File: src/rtl/fifo_rd_pkg.sv
// Shared definitions for the fifo burst reader: word geometry, burst
// length width default and the controller state encoding.
package fifo_rd_pkg;

    localparam int IL_DEF    = 4;
    localparam int FL_DEF    = 16;
    localparam int LEN_W_DEF = 6;

    // Fixed-point word width is integer plus fraction bits.
    function automatic int data_w(input int il, input int fl);
        return il + fl;
    endfunction

    localparam int DATA_W_DEF = data_w(IL_DEF, FL_DEF);

    typedef enum logic [1:0] {
        ST_IDLE  = 2'd0,
        ST_RUN   = 2'd1,
        ST_DRAIN = 2'd2,
        ST_DONE  = 2'd3
    } state_e;

endpackage

File: src/rtl/fifo_rd_skid.sv
// Two-entry in-order skid buffer. Entry 0 is always the head. Push while
// full without a pop is dropped; the reader never issues one.
module fifo_rd_skid #(
    parameter int W = 20
) (
    input  logic         clk,
    input  logic         reset,
    input  logic         push_i,
    input  logic [W-1:0] data_i,
    input  logic         pop_i,
    output logic [1:0]   count_o,
    output logic [W-1:0] head_o,
    output logic         valid_o
);

    logic [W-1:0] e0_q, e0_d, e1_q, e1_d;
    logic [1:0]   cnt_q, cnt_d;

    // Next entry contents and occupancy for every push/pop combination.
    always_comb begin
        e0_d  = e0_q;
        e1_d  = e1_q;
        cnt_d = cnt_q;
        case (cnt_q)
            2'd0: begin
                if (push_i) begin
                    e0_d  = data_i;
                    cnt_d = 2'd1;
                end
            end
            2'd1: begin
                case ({push_i, pop_i})
                    2'b11: e0_d = data_i;
                    2'b10: begin
                        e1_d  = data_i;
                        cnt_d = 2'd2;
                    end
                    2'b01: cnt_d = 2'd0;
                    default: ;
                endcase
            end
            2'd2: begin
                if (pop_i) begin
                    e0_d = e1_q;
                    if (push_i) e1_d = data_i;
                    else        cnt_d = 2'd1;
                end
            end
            default: cnt_d = 2'd0;
        endcase
    end

    // Entry and occupancy registers.
    always_ff @(posedge clk) begin
        if (reset) begin
            e0_q  <= '0;
            e1_q  <= '0;
            cnt_q <= 2'd0;
        end else begin
            e0_q  <= e0_d;
            e1_q  <= e1_d;
            cnt_q <= cnt_d;
        end
    end

    assign count_o = cnt_q;
    assign valid_o = (cnt_q != 2'd0);
    assign head_o  = valid_o ? e0_q : '0;

endmodule

File: src/rtl/fifo_burst_reader.sv
// Burst reader: pulls burst_len words from an upstream registered-empty
// fifo and hands them downstream over valid/ready, never holding more than
// two words (buffered plus in flight).
// Optional macro FIFO_BURST_READER_WCNT_EN adds words_out, the count of
// words transferred in the current burst.
module fifo_burst_reader
    import fifo_rd_pkg::*;
#(
    parameter  int IL     = IL_DEF,
    parameter  int FL     = FL_DEF,
    parameter  int LEN_W  = LEN_W_DEF,
    localparam int DATA_W = data_w(IL, FL)
) (
    input  logic              clk,
    input  logic              reset,
    input  logic              start,
    input  logic [LEN_W-1:0]  burst_len,
    input  logic              fifo_empty,
    input  logic [DATA_W-1:0] fifo_data,
    output logic              fifo_rd_en,
    output logic              out_valid,
    output logic [DATA_W-1:0] out_data,
    input  logic              out_ready,
    output logic              busy,
    output logic              done
`ifdef FIFO_BURST_READER_WCNT_EN
    ,
    output logic [LEN_W-1:0]  words_out
`endif
);

    state_e            state_q, state_d;
    logic [LEN_W-1:0]  rem_q, rem_d;
    logic              infl_q;
    logic [1:0]        cnt;
    logic              xfer, grant;
    logic [2:0]        occ;

    // Occupancy after this edge's pop; a new read only fits below two.
    assign xfer  = out_valid && out_ready;
    assign occ   = {1'b0, cnt} + {2'b00, infl_q} - {2'b00, xfer};
    assign grant = fifo_rd_en && !fifo_empty;

    // State register.
    always_ff @(posedge clk) begin
        if (reset) state_q <= ST_IDLE;
        else       state_q <= state_d;
    end

    // Next-state: zero-length bursts go straight to DONE.
    always_comb begin
        state_d = state_q;
        case (state_q)
            ST_IDLE:  if (start) state_d = (burst_len != '0) ? ST_RUN : ST_DONE;
            ST_RUN:   if (grant && rem_q == LEN_W'(1)) state_d = ST_DRAIN;
            ST_DRAIN: if (!infl_q && cnt == 2'd0) state_d = ST_DONE;
            ST_DONE:  state_d = ST_IDLE;
            default:  state_d = ST_IDLE;
        endcase
    end

    // Outputs decoded from state plus the read-permission check.
    always_comb begin
        busy       = (state_q != ST_IDLE);
        done       = (state_q == ST_DONE);
        fifo_rd_en = (state_q == ST_RUN) && !fifo_empty &&
                     (rem_q != '0) && (occ < 3'd2);
    end

    // Remaining count: loaded on start accept, decremented per grant.
    always_comb begin
        rem_d = rem_q;
        if (state_q == ST_IDLE && start) rem_d = burst_len;
        else if (grant)                  rem_d = rem_q - LEN_W'(1);
    end

    // Remaining counter and in-flight flag (data arrives one cycle late).
    always_ff @(posedge clk) begin
        if (reset) begin
            rem_q  <= '0;
            infl_q <= 1'b0;
        end else begin
            rem_q  <= rem_d;
            infl_q <= grant;
        end
    end

    fifo_rd_skid #(.W(DATA_W)) u_skid (
        .clk     (clk),
        .reset   (reset),
        .push_i  (infl_q),
        .data_i  (fifo_data),
        .pop_i   (xfer),
        .count_o (cnt),
        .head_o  (out_data),
        .valid_o (out_valid)
    );

`ifdef FIFO_BURST_READER_WCNT_EN
    logic [LEN_W-1:0] wcnt_q;

    // Transfer counter, cleared when a burst is accepted, held afterwards.
    always_ff @(posedge clk) begin
        if (reset)                            wcnt_q <= '0;
        else if (state_q == ST_IDLE && start) wcnt_q <= '0;
        else if (xfer)                        wcnt_q <= wcnt_q + LEN_W'(1);
    end

    assign words_out = wcnt_q;
`endif

endmodule
File: config.mk
export PLATFORM = sky130hd
export DESIGN_NAME = fifo_burst_reader
export DESIGN_NICKNAME = d
export VERILOG_FILES = /design/src/rtl/fifo_rd_pkg.sv /design/src/rtl/fifo_rd_skid.sv /design/src/rtl/fifo_burst_reader.sv
export SDC_FILE = /design/constraint.sdc
export NUM_CORES = 1
export LEC_CHECK = 0
export BUFFER_PORTS_ARGS = -buffer_cell sky130_fd_sc_hd__buf_2
export CAP_MARGIN = 15
export CORE_ASPECT_RATIO = 0.6
export CORE_MARGIN = 2
export CORE_UTILIZATION = 54
export DETAILED_ROUTE_END_ITERATION = 7
export GPL_TIMING_DRIVEN = 0
export PLACE_DENSITY = 0.86
export SYNTH_ARGS = -nofsm -noshare
export SYNTH_HDL_FRONTEND = slang
export SYNTH_SLANG_ARGS = --single-unit
File: constraint.sdc
create_clock -name clk -period 3.5 [get_ports clk]
set_clock_uncertainty 0.15 [all_clocks]
set_input_delay 0 -clock clk [delete_from_list [all_inputs] [get_ports clk]]
set_output_delay 0 -clock clk [all_outputs]
set_load 0.005 [all_outputs]
==> impl_summary.md <==
Yosys
The synthesized-area fraction occupied by and/or/nand/nor cells is 0.202. In this run the cell area of the synthesized design comes to 2530 µm². By area, the combinational part of the netlist is dominated by simple AND/OR/NAND/NOR gates.

Of the total synthesized cell area, the portion taken by full adders, half adders and majority gates is 0.0475. Summed over all instances, the cell type with the most area after synthesis is sky130_fd_sc_hd__dfxtp_1. The synthesized netlist contains 39 unique library cells. The area fraction in compound gates after synthesis is 0.124.

The dominant register cell in the synthesized netlist is sky130_fd_sc_hd__dfxtp_1. In the post-synthesis netlist, the biggest area contributors are sky130_fd_sc_hd__dfxtp_1 40%, sky130_fd_sc_hd__mux2i_1 17%, sky130_fd_sc_hd__nor2_1 7.6%. After synthesis, the share of flip-flops with an asynchronous set or reset is 0. The top cell type's share of synthesized area is 0.404.

In this run the mean area of a mapped cell was 9.27 µm². Synthesis produced a netlist with a net count of 313. Of the post-synthesis cell area, the part taken by muxes is 0.172.

Ranked by instance count, the synthesized netlist is headed by 51 x sky130_fd_sc_hd__dfxtp_1, 51 x sky130_fd_sc_hd__nor2_1, 42 x sky130_fd_sc_hd__mux2i_1. The count of state elements after synthesis is 51. The number of instances in the synthesized netlist is 273. The number of synthesized flops with an enable pin is 0. The XOR/XNOR share of the synthesized area is 0.00692.

The fraction of the yosys area taken by sequential cells is 0.404. The number of warning messages in the yosys log is 0.

Finish
At the end of the flow, the number of nets in the layout was 402. The fraction of layout cells with a size suffix above 1 is 0.198. After routing the design area is 3270 µm². The signed area change from the synthesized netlist to the final layout is 29.3%. The diode insertion count for antenna repair is 0.

STA
The achievable frequency is 0.313 GHz. The final hold violation count is 0. Dividing the final minimum period by the clock period gives 0.912. The relative slew slack is 0.620. Setup violations remaining at the end of the flow were counted as 0. The post-route setup TNS is 0 ns.

The shortest clock period the worst path allows after layout is 3.19 ns. Setup repair after global routing left no endpoint under its margin. The number of max-slew violations in the final report came to 0.

The pin slew with the least headroom to its limit is 0.569 ns.

Die
The number of I/O pins is 55. The floorplan step defined a die boundary enclosing 5270 µm². The width of the chip is 92.4 µm.

The effective utilization at floorplan is 0.557. The count of standard-cell rows is 19. In this run the vertical extent of the chip is 57.0 µm. The total area inside the core boundary comes to 4540 µm².

Power
The share of total power dissipated in sequential elements is 0.486. The share of total power dissipated in the clock network is 0.266. In this run the static leakage power is 1.59 nW. The internal power of the cells totals 945 µW. The maximum vdd drop is 0.000178 V. The overall power is 1.36 mW. Of the total power, the share spent switching nets is 0.307.

Summed over all nets, the switching power comes to 420 µW. The power density over the cells is 417 nW/µm². The share of total power dissipated in combinational logic is 0.248.

Setup path
The cell type of the slowest stage on the worst timing path is sky130_fd_sc_hd__dlygate4sd3_1. The critical path is of the flop to flop type. The largest stage delay on the critical path is 0.54 ns. At the worst endpoint, the required time is 3.56 ns. Broken down by cell family, the worst path's largest delay share belongs to buffers and inverters.

Of all nets on the critical path, the largest fanout is 10. The kind of start point of the critical path is a flop. Traced cell by cell, the critical path runs through buf_2 > and3b_1 > o21ai_0 > fa_1 > nand3b_1 > a211oi_4 > mux2i_1 > a21o_1 > dlygate4sd3_1. The category of the worst setup path capture point is a flop. The worst endpoint data arrival time is 3.25 ns. Counting both buffers and inverters, the worst setup path holds a total of 2.

Flow run
Max-cap violations in this run came to 0.

Global routing
The total overflow left after global routing is 0. The global-route wire length before repair is 10.5 mm. The total global-route track usage is 0.251. The maximum number of pins on one net before global-route repair is 17. The number of global-route vias before repair is 2239.

The number of antenna violations at the first check in global routing is 0.

Clock tree
The number of levels in the clock H-tree is 2. The total CTS buffers is 5. The root buffer cell is sky130_fd_sc_hd__clkbuf_8. The clock net in this run drives a total of 51 sinks. The buffer depth of the longest clock path is 2. The TritonCTS clock tree is built. After clock tree synthesis, the clock-pin slew on the worst setup and hold paths is 0.09 ns. The insertion delay of the later-clocked pin in the worst-skew pair is 0.31 ns.

The count of buffers added by post-CTS timing repair for setup is 0.

Detailed routing
The detailed router finished its first iteration with 144 violations. The final wirelength is 6.35 mm. The first TritonRoute pass finished after 4 iterations. The number of remaining DRC errors is 0.

Detailed routing inserted a total of 2311 vias. Using the TritonRoute via totals, the vias-per-cell ratio works out to 5.42. Dividing the detail-routed wire length by the instance count gives 14.9 µm. The number of nets with antenna violations after routing is 0.

Outcome
The flow ran to the end, and the final reports show no timing, DRC or antenna violations.

Hold path
The tightest min-delay check is of the primary input to flop type.

Placed design
The placer's final routability congestion estimate is 0.838. Once detailed placement completed, the half-perimeter wirelength came to 4.19 mm. Once placement finished, the instance area stood at 2870 µm².

The total of buffers placed on input and output ports is 53.
==> kinds of logic (layout without fill, tap and decap cells) <==
| logic type | count (synthesis) | count (layout) |
|---|---|---|
| flops | 51 | 51 |
| buf+inv | 28 | 118 |
| xor+xnor | 2 | 2 |
| mux | 43 | 43 |
| simple gates | 98 | 98 |
| fa+ha+maj | 9 | 9 |
| compound gates | 42 | 42 |
==> what timing repair did <==
item                                    in CTS  in global routing
gates resized for setup                      0                  1
endpoints found under the setup margin       0                  1
hold buffers                                29                  0
endpoints found under the hold margin       47                  0
==> power groups by stage <==
stage	clock (mW)	sequential, mW	combinational [mW]
2_1_floorplan	0	0.666	0.216
6_report	0.362	0.664	0.339
3_5_place_dp	0	0.675	0.296
3_3_place_gp	0	0.673	0.285
4_1_cts	0.372	0.662	0.325
5_1_grt	0.397	0.669	0.376
==> worst reg2reg max path, cell delays in order (launching register included) <==
cell,delay (ns)
sky130_fd_sc_hd__dfxtp_1,0.38
sky130_fd_sc_hd__buf_2,0.22
sky130_fd_sc_hd__and3b_1,0.26
sky130_fd_sc_hd__o21ai_0,0.12
sky130_fd_sc_hd__fa_1,0.49
sky130_fd_sc_hd__nand3b_1,0.17
sky130_fd_sc_hd__a211oi_4,0.44
sky130_fd_sc_hd__mux2i_1,0.14
sky130_fd_sc_hd__a21o_1,0.17
sky130_fd_sc_hd__dlygate4sd3_1,0.54
==> layout make-up <==
class	instances	area (µm²)
multi-input combinational	194	1410
fill	342	1270
sequential	51	1020
timing repair buffer	82	556
clock buffer	6	82.6
buffer	20	81.3
tap	63	78.8
inverter	8	30.0
clock inverter	2	16.3
==> path summary, 6_finish.rpt <==
path                                        start              end  slack, ns  cells after the start
worst max register to register  u_skid.count_o[1]         rem_q[1]       0.31                      9
worst min register to register    u_skid.e0_q[19]  u_skid.e0_q[19]       0.35                      2
worst min-delay path                        reset       state_q[1]       0.02                      3
worst max-delay path            u_skid.count_o[1]         rem_q[1]       0.31                      9
==> cells in the final DEF (no fill, tap or decap), types with 2 or more instances in the layout <==
master and instances:
sky130_fd_sc_hd__ha_1 8, sky130_fd_sc_hd__nand2_1 2, sky130_fd_sc_hd__mux2i_1 42, sky130_fd_sc_hd__a211oi_1 22, sky130_fd_sc_hd__nand2b_1 4, sky130_fd_sc_hd__clkbuf_8 6, sky130_fd_sc_hd__a21o_1 2, sky130_fd_sc_hd__nor2b_1 24
sky130_fd_sc_hd__dlygate4sd3_1 29, sky130_fd_sc_hd__clkbuf_1 15, sky130_fd_sc_hd__nor4_1 4, sky130_fd_sc_hd__a21oi_1 5, sky130_fd_sc_hd__nor2_1 51, sky130_fd_sc_hd__dfxtp_1 51, sky130_fd_sc_hd__o21ai_0 2, sky130_fd_sc_hd__nand3_1 2
sky130_fd_sc_hd__inv_1 8, sky130_fd_sc_hd__buf_2 58, sky130_fd_sc_hd__a31o_2 2, sky130_fd_sc_hd__nor3b_1 2, sky130_fd_sc_hd__a221oi_1 2
==> metrics by stage <==
stage | worst slack, ns | util | hold WS [ns] | cells
floorplan | 0.614 | - | -0.00606 | 273
global placement | 0.471 | 0.633 | 0.0976 | 389
detailed placement | 0.430 | 0.633 | 0.106 | 389
CTS | 0.236 | 0.719 | 0.0199 | 426
global route | 0.101 | 0.720 | 0.0822 | 426
finish | 0.308 | 0.720 | 0.0188 | 426
==> sequential cells by signal, summed over array words and instances (netlist names) <==
register,cells
u_skid.count_o,2
state_q,2
u_skid.e0_q,20
rem_q,6
u_skid.e1_q,20
infl_q,1
==> routing by layer <==
| layer | global-route usage | up-vias | routed length, µm |
|---|---|---|---|
| met3 | 0.0489 | 16 | 439 |
| li1 | - | 1129 | - |
| met1 | 0.337 | 1071 | 2850 |
| met5 | 0 | - | 0 |
| met4 | 0.0896 | 0 | 142 |
| met2 | 0.410 | 95 | 2920 |
Power figures use the tool's default switching activity.
